[config.mk]
export PLATFORM = sky130hd
export DESIGN_NAME = round_sequencer
export DESIGN_NICKNAME = d
export VERILOG_FILES = /design/src/rtl/game_pkg.sv /design/src/rtl/btn_edge.sv /design/src/rtl/round_sequencer.sv
export SDC_FILE = /design/constraint.sdc
export NUM_CORES = 1
export LEC_CHECK = 0
export CORE_AREA = 4 4 63 89
export DETAILED_ROUTE_END_ITERATION = 7
export DIE_AREA = 0 0 67 93
export GPL_TIMING_DRIVEN = 0
export PLACE_DENSITY = 0.67
export SYNTH_ARGS = -nofsm -noshare
export SYNTH_HDL_FRONTEND = slang
export SYNTH_SLANG_ARGS = --single-unit
[constraint.sdc]
create_clock -name clk -period 2.4 [get_ports clk]
set_input_delay 0.48 -clock clk [delete_from_list [all_inputs] [get_ports clk]]
set_output_delay 0.48 -clock clk [all_outputs]
set_load 0.05 [all_outputs]
[src/rtl/game_pkg.sv]
// game_pkg: shared direction codes, round FSM states and pattern ROM for the memory game.
package game_pkg;
    localparam logic [1:0] DIR_L = 2'd0;
    localparam logic [1:0] DIR_R = 2'd1;
    localparam logic [1:0] DIR_U = 2'd2;
    localparam logic [1:0] DIR_D = 2'd3;
    localparam logic [1:0] GAME_STATE = 2'b10;
    typedef enum logic [2:0] {
        S_IDLE  = 3'd0,
        S_SHOW  = 3'd1,
        S_INPUT = 3'd2,
        S_CHECK = 3'd3,
        S_WIN   = 3'd4,
        S_LOSE  = 3'd5
    } phase_t;
    localparam logic [1:0] PATTERN [4][4] = '{
        '{DIR_L, DIR_U, DIR_D, DIR_D},
        '{DIR_R, DIR_R, DIR_L, DIR_U},
        '{DIR_U, DIR_D, DIR_L, DIR_R},
        '{DIR_D, DIR_L, DIR_U, DIR_R}
    };
    // Patterns longer than the ROM repeat from the first move.
    function automatic logic [1:0] pat_dir(input logic [1:0] sel, input int idx);
        return PATTERN[sel][2'(idx)];
    endfunction
endpackage

[src/rtl/btn_edge.sv]
// btn_edge: two-flop synchronizer followed by a one-cycle rising-edge pulse.
module btn_edge (
    input  logic clk,
    input  logic rst,
    input  logic d,
    output logic pulse
);
    logic [2:0] sr;
    always_ff @(posedge clk or negedge rst)
        if (!rst) sr <= '0;
        else sr <= {sr[1:0], d};
    assign pulse = sr[1] & ~sr[2];
endmodule

[src/rtl/round_sequencer.sv]
// round_sequencer: plays a stored pattern, collects player moves and holds a win/lose verdict.
module round_sequencer
    import game_pkg::*;
#(
    parameter int PAT_LEN = 4,
    parameter int RESULT_TICKS = 3,
    parameter logic [1:0] GAME_STATE = game_pkg::GAME_STATE
) (
    input  logic       clk,
    input  logic       rst,
    input  logic [1:0] state,
    input  logic [1:0] random,
    input  logic       step_en,
    input  logic       btnL,
    input  logic       btnR,
    input  logic       btnU,
    input  logic       btnD,
    input  logic       btnM,
    output logic [2:0] phase,
    output logic [1:0] show_dir,
    output logic       show_valid,
    output logic [2:0] entry_cnt,
    output logic       win,
    output logic       lose
);
    localparam int TW = $clog2(RESULT_TICKS + 1);
    logic [4:0] raw, e;
    phase_t p;
    logic [1:0] sel;
    logic [2:0] idx;
    logic [1:0] moves [8];
    logic ovf, match;
    logic [TW-1:0] ticks;
    assign raw = {btnM, btnD, btnU, btnR, btnL};
    genvar i;
    for (i = 0; i < 5; i++) begin : g_btn
        btn_edge u_edge (.clk(clk), .rst(rst), .d(raw[i]), .pulse(e[i]));
    end
    wire dir_any = |e[3:0];
    wire [1:0] dir = e[0] ? DIR_L : e[1] ? DIR_R : e[2] ? DIR_U : DIR_D;
    wire full = entry_cnt == 3'(PAT_LEN);
    wire last = idx == 3'(PAT_LEN - 1);
    wire tick_done = ticks == TW'(RESULT_TICKS - 1);
    wire abort = p != S_IDLE && state != GAME_STATE;
    always_comb begin
        match = 1'b1;
        for (int k = 0; k < PAT_LEN; k++)
            if (moves[k] != pat_dir(sel, k)) match = 1'b0;
    end
    assign phase = p;
    always_ff @(posedge clk or negedge rst) begin
        if (!rst) begin
            p <= S_IDLE; sel <= '0; idx <= '0; ovf <= 1'b0; ticks <= '0; entry_cnt <= '0;
            show_dir <= '0; show_valid <= 1'b0; win <= 1'b0; lose <= 1'b0;
            for (int k = 0; k < 8; k++) moves[k] <= '0;
        end else if (abort) begin
            p <= S_IDLE; sel <= '0; idx <= '0; ovf <= 1'b0; ticks <= '0; entry_cnt <= '0;
            show_dir <= '0; show_valid <= 1'b0; win <= 1'b0; lose <= 1'b0;
            for (int k = 0; k < 8; k++) moves[k] <= '0;
        end else begin
            // Verdict outputs trail the result phase by one cycle.
            win <= p == S_WIN;
            lose <= p == S_LOSE;
            case (p)
                S_IDLE:
                    if (state == GAME_STATE) begin
                        p <= S_SHOW; sel <= random; idx <= '0; entry_cnt <= '0; ovf <= 1'b0;
                        for (int k = 0; k < 8; k++) moves[k] <= '0;
                        show_valid <= 1'b1;
                        show_dir <= pat_dir(random, 0);
                    end
                S_SHOW:
                    if (step_en) begin
                        if (last) begin
                            p <= S_INPUT; show_valid <= 1'b0; show_dir <= '0;
                        end else begin
                            idx <= idx + 3'd1;
                            show_dir <= pat_dir(sel, int'(idx) + 1);
                        end
                    end
                S_INPUT: begin
                    if (dir_any) begin
                        if (full) ovf <= 1'b1;
                        else begin
                            moves[entry_cnt] <= dir;
                            entry_cnt <= entry_cnt + 3'd1;
                        end
                    end
                    if (e[4]) p <= S_CHECK;
                end
                S_CHECK: begin
                    p <= (full && !ovf && match) ? S_WIN : S_LOSE;
                    ticks <= '0;
                end
                default:
                    if (step_en) begin
                        if (tick_done) p <= S_IDLE;
                        else ticks <= ticks + TW'(1);
                    end
            endcase
        end
    end
endmodule

==> reports/summary.txt, run 1 <==
area overhead of the layout relative to synthesis - 29.0%
combined area of all synthesized cells - 1880 sq um
power share of the sequential group - 0.276
number of different library cells in the post-synthesis netlist - 48
y dimension of the die - 93 microns
dominant synthesized flop cell - sky130_fd_sc_hd__dfrtp_1
Post-Route WL - 3530 microns
sequential cell area fraction in the yosys report - 0.507
Port Buffers - 22
Async S/R FF share, synth - 1.00
synthesis-stage register bit count - 38
Hold Slack - 0.279 ns
post-synthesis mux area share - 0.0327
fraction of power spent switching nets - 0.399
area of the die - 6230 sq um
critical path startpoint - phase[0]
Final setup viols - 0
time the worst path needs with I/O delays and setup - 2.24 ns
number of non-filler instances in the completed layout - 286
RR Endpoint - moves[13]
TritonCTS clock tree - done
P_leak - 1.07 nW
Net count, final - 240
floorplan row count - 30
number of optimization iterations in the first detailed-route pass - 4
number of synthesized flops with an enable pin - 0
maximum number of pins on one net before global-route repair - 39
total number of vias - 1,432
number of instances in the synthesized netlist - 182
worst-case setup slack after placement - -0.265 ns
final clock period utilization by the worst path - 0.932
number of filler instances in the final layout - 444
syn nets - 201
Max IR drop VDD - 0.000485 V
final setup skew - 0.00377 ns
worst min-delay path category - in2async
effective utilization at floorplan - 0.393
global-route wire length before repair - 6070 microns
DR WL/cell - 12.3 microns
complex-gate fraction of the synthesized area - 0.139
adder and majority gate portion of the synthesized area - 0.0467
Iteration-0 DRC Markers - 40
die outline width - 67 microns
combinational power share - 0.511
initial antenna violation count - 0
total CTS buffers - 5
worst setup path class - reg2reg
area inside the core boundary - 4770 sq um
max-slew headroom at the worst pin - 0.456
total of hold buffers inserted after clock tree synthesis - 0
detailed-route vias per instance - 5.01
synth warn - 0
Inserted Diodes - 0
CTS sink cnt - 38
number of routed nets with antenna violations - 0
number of instances in the placed design - 268
reg-to-reg startpoint - phase[0]
worst-case setup margin in the final layout - 0.162 ns
DRC violations left - 0
clock slew at reported path FFs - 0.08 ns
setup repair after global routing missed its margin - false
GR Overflow Total - 0
Crit. End Element - flop
xor and xnor fraction of the mapped netlist area - 0.0187
FMAX - 0.447 GHz
CTS H-tree lvls - 2
arrival time at the worst endpoint - 2.45 ns
cell-internal power - 0.00184 W
GRT Total Usage - 0.126
total negative slack for setup checks - 0 ns
CTS root buffer - sky130_fd_sc_hd__clkbuf_8
status - complete, no violations
power density over the cells - 1260 nW/um^2
clock insertion delay at the later pin of the skew report - 0.29 ns
share of final-layout standard cells stronger than drive strength 1 - 0.176
category of the worst setup path launch point - flop
estimated wirelength of the detail-placed design - 2530 microns
register-to-register setup slack - 0.16 ns
Boundary Pins - 23
net load switching power - 0.00122 W
routability congestion estimate from global placement - 0.764
Slew Limit Fails - 0
critical path data required time - 2.61 ns
syn_area_per_cell - 10.3 sq um
share of synthesized cell area in and, or, nand and nor gates - 0.210
slew at the pin with the worst max-slew slack - 0.816 ns
number of hold violations in the final report - 0
max-cap check violation count - 0
Clk network pwr share - 0.213
number of global-route vias before repair - 1,359
dominant combinational cell family by area after synthesis - simple AND/OR/NAND/NOR gates
Register-to-Register Path Depth - 10
maximum buffer depth of the clock tree - 2
Worst Path Max Fanout - 10
==> final cells by class <==
class,instances,area [sq um],area share
Tap cell,64,80.1,0.0331
Buffer,7,53.8,0.0222
Timing Repair Buffer,32,290,0.120
Multi-Input combinational cell,125,860,0.355
Inverter,12,45.0,0.0186
Sequential cell,38,953,0.394
Clock inverter,3,68.8,0.0284
Clock buffer,5,68.8,0.0284
==> stage by stage <==
step / power (W) / util / cell area (sq um)
after global placement: 0.00225 / 0.460 / 2190
final: 0.00306 / 0.508 / 2420
after detailed placement: 0.00227 / 0.459 / 2190
after global routing: 0.00330 / 0.508 / 2420
after floorplan: 0.00192 / - / 1890
after CTS: 0.00294 / 0.489 / 2330
==> power groups by stage <==
stage	Sequential (W)	Combinational (W)	Clock, W
finish	0.000845	0.00156	0.000650
global route	0.000862	0.00174	0.000696
CTS	0.000851	0.00142	0.000672
detailed placement	0.000862	0.00141	0
global placement	0.000861	0.00139	0
floorplan	0.00105	0.000876	0
==> registers in the layout (all words and copies together) (netlist names) <==
name,cells
win,1
moves,4
show_dir,2
show_valid,1
sel,2
entry_cnt,3
idx,3
ticks,2
phase,3
g_btn.u_edge.sr,15
ovf,1
lose,1
==> cell families (layout without fill, tap and decap cells) <==
group,after synthesis,in the layout
flip-flops,38,38
AND/OR/NAND/NOR,69,69
AO/OA/AOI/OAI,39,39
buffers and inverters,19,59
multiplexers,6,6
adder cells (fa/ha/maj),7,7
XOR/XNOR,4,4
==> Yosys cell counts (2+ instances only) <==
| library cell | count | area (sq um) |
|---|---|---|
| sky130_fd_sc_hd__dfrtp_1 | 38 | 951 |
| sky130_fd_sc_hd__nor2_1 | 18 | 67.6 |
| sky130_fd_sc_hd__nand2_1 | 17 | 63.8 |
| sky130_fd_sc_hd__inv_1 | 12 | 45.0 |
| sky130_fd_sc_hd__o21ai_0 | 8 | 40.0 |
| sky130_fd_sc_hd__ha_1 | 7 | 87.6 |
| sky130_fd_sc_hd__a21oi_1 | 6 | 30.0 |
| sky130_fd_sc_hd__nand2b_1 | 6 | 37.5 |
| sky130_fd_sc_hd__mux2i_1 | 5 | 50.1 |
| sky130_fd_sc_hd__o21ai_1 | 5 | 25.0 |
| sky130_fd_sc_hd__a22o_1 | 4 | 35.0 |
| sky130_fd_sc_hd__nand3b_1 | 4 | 30.0 |
| sky130_fd_sc_hd__a211oi_1 | 3 | 22.5 |
| sky130_fd_sc_hd__nor2b_1 | 3 | 18.8 |
| sky130_fd_sc_hd__nor3_1 | 3 | 15.0 |
| sky130_fd_sc_hd__xnor2_1 | 3 | 26.3 |
| sky130_fd_sc_hd__a21o_1 | 2 | 15.0 |
| sky130_fd_sc_hd__a31oi_1 | 2 | 12.5 |
| sky130_fd_sc_hd__buf_2 | 2 | 10.0 |
| sky130_fd_sc_hd__clkbuf_1 | 2 | 7.51 |
| sky130_fd_sc_hd__nand3_1 | 2 | 10.0 |
| sky130_fd_sc_hd__nand4b_1 | 2 | 17.5 |
| sky130_fd_sc_hd__nor4_1 | 2 | 12.5 |
| sky130_fd_sc_hd__o31ai_1 | 2 | 15.0 |
==> critical path, stage by stage (launching register included) <==
cell and delay (ns):
sky130_fd_sc_hd__dfrtp_2 0.44, sky130_fd_sc_hd__buf_6 0.14, sky130_fd_sc_hd__nor3_4 0.21, sky130_fd_sc_hd__inv_2 0.06
sky130_fd_sc_hd__ha_2 0.18, sky130_fd_sc_hd__buf_6 0.14, sky130_fd_sc_hd__nor4b_4 0.33, sky130_fd_sc_hd__and3b_4 0.29
sky130_fd_sc_hd__a21oi_4 0.07, sky130_fd_sc_hd__nand3_2 0.12, sky130_fd_sc_hd__mux2i_1 0.19
==> per-layer routing <==
layer | GRT usage | wire length [microns]
met1 | 0.152 | 1490
met2 | 0.209 | 1820
met3 | 0.0264 | 130
met4 | 0.0609 | 85
met5 | 0 | 0
==> placed cells by master, fill, tap and decap left out, types with 2 or more instances in the layout <==
cell type	netlist	layout
sky130_fd_sc_hd__xnor2_1	3	3
sky130_fd_sc_hd__nor2_1	18	18
sky130_fd_sc_hd__a21o_1	2	2
sky130_fd_sc_hd__nand2b_1	6	6
sky130_fd_sc_hd__clkdlybuf4s50_1	0	21
sky130_fd_sc_hd__nand2_1	17	17
sky130_fd_sc_hd__ha_1	7	6
sky130_fd_sc_hd__nor2b_1	3	3
sky130_fd_sc_hd__nor4_1	2	2
sky130_fd_sc_hd__inv_1	12	11
sky130_fd_sc_hd__mux2i_1	5	5
sky130_fd_sc_hd__nand3_2	1	2
sky130_fd_sc_hd__nand4b_1	2	2
sky130_fd_sc_hd__clkbuf_1	2	2
sky130_fd_sc_hd__bufinv_16	0	2
sky130_fd_sc_hd__a31oi_1	2	2
sky130_fd_sc_hd__dfrtp_2	0	2
sky130_fd_sc_hd__a22o_1	4	4
sky130_fd_sc_hd__clkbuf_8	0	5
sky130_fd_sc_hd__o31ai_1	2	2
sky130_fd_sc_hd__buf_4	1	11
sky130_fd_sc_hd__o21ai_0	8	8
sky130_fd_sc_hd__o21ai_1	5	5
sky130_fd_sc_hd__a21oi_1	6	6
sky130_fd_sc_hd__nand3b_1	4	4
sky130_fd_sc_hd__buf_6	1	3
sky130_fd_sc_hd__nor3_1	3	3
sky130_fd_sc_hd__a211oi_1	3	3
sky130_fd_sc_hd__dfrtp_1	38	36
==> repair_timing <==
action	CTS	global route
hold endpoints to repair	0	0
setup buffers	1	9
resized for setup	0	7
setup endpoints to repair	11	13
pin swaps	2	4
==> how the worst max path moves through the flow <==
stage	cells after the start	slack, ns	to
after floorplan	10	0.009	moves[12]
after global placement	9	-0.26	moves[13]
after detailed placement	9	-0.26	moves[13]
after CTS	10	0.04	moves[13]
after global routing	10	0.01	moves[12]
final	10	0.16	moves[13]
No activity file was read; power rests on OpenSTA's default activity.
==> run 2, diff against run 1 <==
- CORE_AREA: 4 4 63 89 -> 2 2 61 87
- DIE_AREA: 0 0 67 93 -> 0 0 63 89
==> reports/summary.txt, run 2 (synthesis results as in run 1) <==
status - complete, no violations
clock slew at reported path FFs - 0.08 ns
number of optimization iterations in the first detailed-route pass - 4
CTS H-tree lvls - 2
biggest cell delay along the critical path - 0.44 ns
fraction of power spent switching nets - 0.401
Final setup viols - 0
detailed-route vias per instance - 4.94
worst setup path class - reg2reg
number of global-route vias before repair - 1,389
final clock period utilization by the worst path - 0.946
Iteration-0 DRC Markers - 23
Final Power - 0.00303 W
initial antenna violation count - 0
final non-filler cell area - 2400 sq um
max-slew headroom at the worst pin - 0.447
register-to-register setup slack - 0.13 ns
Crit. End Element - flop
routability congestion estimate from global placement - 0.785
max-cap check violation count - 0
clock insertion delay at the later pin of the skew report - 0.29 ns
area inside the core boundary - 4770 sq um
Slew Limit Fails - 0
Boundary Pins - 23
DR WL/cell - 12.7 microns
category of the worst setup path launch point - flop
Regs by FF count - g_btn.u_edge.sr: 15 flops, moves: 4 flops
slew at the pin with the worst max-slew slack - 0.830 ns
GRT Total Usage - 0.142
CTS sink cnt - 38
GR Overflow Total - 0
FMAX - 0.440 GHz
number of instances in the placed design - 268
Max IR drop VDD - 0.000458 V
worst-case setup margin in the final layout - 0.128 ns
cell-internal power - 0.00181 W
number of hold violations in the final report - 0
estimated wirelength of the detail-placed design - 2610 microns
die outline width - 63 microns
setup repair after global routing missed its margin - false
arrival time at the worst endpoint - 2.47 ns
largest register by flop count - g_btn.u_edge.sr
critical path data required time - 2.60 ns
time the worst path needs with I/O delays and setup - 2.27 ns
total CTS buffers - 5
DRC violations left - 0
critical path startpoint - phase[0]
cell-by-cell listing of the critical path - buf_6 > nor3_4 > inv_2 > ha_2 > buf_6 > nor4b_4 > and3b_4 > a21oi_2 > nand3_2 > mux2i_1
total negative slack for setup checks - 0 ns
area overhead of the layout relative to synthesis - 28.0%
maximum buffer depth of the clock tree - 2
Worst Path Max Fanout - 10
RR Endpoint - moves[12]
cell type with the highest occurrence count on the critical path - sky130_fd_sc_hd__buf_6
maximum number of pins on one net before global-route repair - 39
global-route wire length before repair - 6090 microns
share of final-layout standard cells stronger than drive strength 1 - 0.167
power share of the sequential group - 0.280
power density over the cells - 1260 nW/um^2
Clk network pwr share - 0.215
Port Buffers - 22
combinational power share - 0.506
number of routed nets with antenna violations - 0
Inserted Diodes - 0
effective utilization at floorplan - 0.393
Register-to-Register Path Depth - 10
library cell contributing the largest single delay on the critical path - sky130_fd_sc_hd__dfrtp_2
commonest cells after routing, fill and taps aside - sky130_fd_sc_hd__dfrtp_1 (36), sky130_fd_sc_hd__clkdlybuf4s50_1 (21), sky130_fd_sc_hd__nor2_1 (18)
P_leak - 1.06 nW
Area after DPL - 2190 sq um
number of non-filler instances in the completed layout - 285
reg-to-reg startpoint - phase[0]
flip-flop count of the largest register, all copies and words added - 15
final setup skew - 0.00779 ns
y dimension of the die - 89 microns
net load switching power - 0.00122 W
Net count, final - 239
commonest non-fill, non-tap cell in the layout - sky130_fd_sc_hd__dfrtp_1
CTS root buffer - sky130_fd_sc_hd__clkbuf_8
Post-Route WL - 3630 microns
floorplan row count - 30
number of filler instances in the final layout - 475
total number of vias - 1,408
TritonCTS clock tree - done
worst-case setup slack after placement - -0.320 ns
worst min-delay path category - in2async
area of the die - 5610 sq um
[run 2: cell count changes in the layout (fill, tap and decap cells not counted), sizes merged]
cell / change
buf: -1
[run 2: how the worst max path moves through the flow]
stage,endpoint,depth (start not counted)
2_1_floorplan,moves[12],10
3_3_place_gp,moves[12],9
3_5_place_dp,moves[12],9
4_1_cts,moves[12],10
5_1_grt,moves[12],10
6_report,moves[12],10
[run 2: what timing repair did]
action	CTS	global route
pin swaps	2	4
gates resized for setup	0	5
setup buffers	2	7
endpoints found under the setup margin	11	5
hold buffers	0	0
[run 2: layout make-up]
class                           instances  area [sq um]  area share
Buffer                                  7          53.8      0.0224
Timing Repair Buffer                   31           283       0.118
Inverter                               12          45.0      0.0188
Clock buffer                            5          68.8      0.0287
Clock inverter                          3          68.8      0.0287
Sequential cell                        38           953       0.397
Multi-Input combinational cell        125           847       0.353
Tap cell                               64          80.1      0.0334
[run 2: power groups by stage]
stage / clock (W) / combinational (W) / sequential (W)
6_report: 0.000650 / 0.00153 / 0.000847
5_1_grt: 0.000697 / 0.00167 / 0.000861
4_1_cts: 0.000665 / 0.00144 / 0.000852
3_5_place_dp: 0 / 0.00141 / 0.000863
3_3_place_gp: 0 / 0.00139 / 0.000859
2_1_floorplan: 0 / 0.000876 / 0.00105
[run 2: routing by layer]
metal  GRT usage  share of wire
met2       0.256           0.53
met5           0              0
met3      0.0340          0.026
met4      0.0667          0.017
met1       0.158           0.42
[run 2: metrics by stage]
step / hold slack, ns / utilization
2_1_floorplan: 0.184 / -
3_3_place_gp: 0.332 / 0.460
3_5_place_dp: 0.335 / 0.459
4_1_cts: 0.318 / 0.491
5_1_grt: 0.359 / 0.503
6_report: 0.273 / 0.503
[run 2: critical path: cells and delay by family (launching register included)]
| family | cells | cell delay (ns) |
|---|---|---|
| DFF | 1 | 0.44 |
| AOI/OAI and AO/OA | 1 | 0.08 |
| buffers and inverters | 3 | 0.34 |
| adders and majority gates | 1 | 0.18 |
| and+or+nand+nor | 4 | 0.92 |
| muxes | 1 | 0.22 |
==> run 3, diff against run 2 <==
- CORE_AREA: 2 2 61 87 -> 2 2 65 92
- DIE_AREA: 0 0 63 89 -> 0 0 67 94
- DONT_BUFFER_PORTS: default -> 1
- PLACE_DENSITY: 0.67 -> 0.56
==> reports/summary.txt, run 3 (synthesis results as in run 1) <==
Max IR drop VDD - 0.000455 V
clock slew at reported path FFs - 0.08 ns
Crit. End Element - flop
share of final-layout standard cells stronger than drive strength 1 - 0.199
arrival time at the worst endpoint - 2.52 ns
worst setup path class - reg2reg
Net count, final - 219
GRT Total Usage - 0.134
initial antenna violation count - 0
critical path data required time - 2.62 ns
TritonCTS clock tree - done
maximum number of pins on one net before global-route repair - 39
combinational power share - 0.426
Inserted Diodes - 0
largest register by flop count - g_btn.u_edge.sr
commonest cells after routing, fill and taps aside - sky130_fd_sc_hd__dfrtp_1 (35), sky130_fd_sc_hd__nor2_1 (18), sky130_fd_sc_hd__nand2_1 (17)
fraction of power spent switching nets - 0.412
status - complete, no violations
max-cap check violation count - 0
max-slew headroom at the worst pin - 0.576
total number of vias - 1,339
floorplan row count - 32
area overhead of the layout relative to synthesis - 20.2%
commonest non-fill, non-tap cell in the layout - sky130_fd_sc_hd__dfrtp_1
Iteration-0 DRC Markers - 45
P_leak - 1.00 nW
number of instances in the placed design - 250
worst min-delay path category - in2async
final clock period utilization by the worst path - 0.961
routability congestion estimate from global placement - 0.751
y dimension of the die - 94 microns
CTS root buffer - sky130_fd_sc_hd__clkbuf_8
final setup skew - 0.00602 ns
Final setup viols - 0
die outline width - 67 microns
Slew Limit Fails - 0
number of global-route vias before repair - 1,353
DRC violations left - 0
flip-flop count of the largest register, all copies and words added - 15
effective utilization at floorplan - 0.344
category of the worst setup path launch point - flop
Clk network pwr share - 0.217
maximum buffer depth of the clock tree - 2
number of hold violations in the final report - 0
cell-internal power - 0.00176 W
Port Buffers - 0
slew at the pin with the worst max-slew slack - 0.636 ns
net load switching power - 0.00124 W
number of optimization iterations in the first detailed-route pass - 4
DR WL/cell - 13.5 microns
Regs by FF count - g_btn.u_edge.sr: 15 flops, moves: 4 flops
Register-to-Register Path Depth - 10
global-route wire length before repair - 6270 microns
CTS sink cnt - 38
number of routed nets with antenna violations - 0
power share of the sequential group - 0.357
power density over the cells - 1330 nW/um^2
setup repair after global routing missed its margin - true
Boundary Pins - 23
detailed-route vias per instance - 4.98
area inside the core boundary - 5450 sq um
area of the die - 6300 sq um
time the worst path needs with I/O delays and setup - 2.31 ns
FMAX - 0.433 GHz
Worst Path Max Fanout - 8
Post-Route WL - 3630 microns
GR Overflow Total - 0
clock insertion delay at the later pin of the skew report - 0.29 ns
CTS H-tree lvls - 2
number of non-filler instances in the completed layout - 269
total CTS buffers - 5
Final Power - 0.00300 W
estimated wirelength of the detail-placed design - 2600 microns
==> run 3: cell types whose count changed in the layout (fill, tap and decap cells not counted), sizes merged <==
cell and change:
clkdlybuf4s50 -21, buf +1
==> run 3: worst max-delay path, cell delays in order (launching register included) <==
cell and delay, ns:
sky130_fd_sc_hd__dfrtp_2 0.53, sky130_fd_sc_hd__buf_8 0.17, sky130_fd_sc_hd__nor3_4 0.21, sky130_fd_sc_hd__inv_2 0.08, sky130_fd_sc_hd__ha_4 0.16, sky130_fd_sc_hd__buf_6 0.13
sky130_fd_sc_hd__nor4b_4 0.27, sky130_fd_sc_hd__and3b_4 0.29, sky130_fd_sc_hd__a21oi_4 0.07, sky130_fd_sc_hd__nand3_2 0.13, sky130_fd_sc_hd__mux2i_1 0.20
==> run 3: stage by stage <==
stage	hold WS [ns]	cell area (sq um)	utilization	TNS [ns]	setup slack (ns)
6_report	0.0147	2250	0.414	0	0.0924
5_1_grt	0.0213	2250	0.414	-0.131	-0.0482
4_1_cts	0.0156	2190	0.403	0	0.00609
3_5_place_dp	0.185	1980	0.363	-2.96	-0.336
3_3_place_gp	0.185	1980	0.363	-2.72	-0.308
2_1_floorplan	0.184	1890	-	0	0.00907
==> run 3: cell type report <==
type	count	area, sq um
fillers	552	3190
flip-flops and latches	38	957
multi-input cells	125	870
repair buffers	11	95.1
well taps	68	85.1
clock buffers	5	68.8
clock inverters	3	68.8
plain buffers	7	65.1
inverters	12	45.0
==> run 3: routing by layer <==
| layer | wire length [microns] | up-vias | track usage |
|---|---|---|---|
| met3 | 180 | 6 | 0.0336 |
| met4 | 82 | 0 | 0.0663 |
| met2 | 1830 | 25 | 0.221 |
| li1 | - | 665 | - |
| met1 | 1540 | 643 | 0.158 |
| met5 | 0 | - | 0 |
==> run 3: repair_timing <==
action,4_1_cts,5_1_grt
pin swaps,4,1
resized for setup,8,4
endpoints found under the hold margin,38,0
hold buffers,1,0
buffers inserted,5,5
setup endpoints to repair,13,9
==> run 3: power by group through the flow <==
| stage | Combinational [W] | Clock (W) | Sequential (W) |
|---|---|---|---|
| after detailed placement | 0.00107 | 0 | 0.00108 |
| after CTS | 0.00118 | 0.000671 | 0.00107 |
| after global placement | 0.00106 | 0 | 0.00107 |
| after global routing | 0.00144 | 0.000698 | 0.00109 |
| final | 0.00128 | 0.000650 | 0.00107 |
| after floorplan | 0.000876 | 0 | 0.00105 |
==> run 3: path summary, 6_finish.rpt <==
kind,start,to,slack (ns)
setup / recovery,phase[2],moves[12],0.09
hold / removal,rst,g_btn[2].u_edge.sr[1],0.01
setup reg to reg,phase[2],moves[12],0.09
hold reg to reg,g_btn[4].u_edge.sr[0],g_btn[4].u_edge.sr[1],0.35
max in group asynchronous,rst,phase[0],2.18
min in group clk,btnD,g_btn[3].u_edge.sr[0],0.21
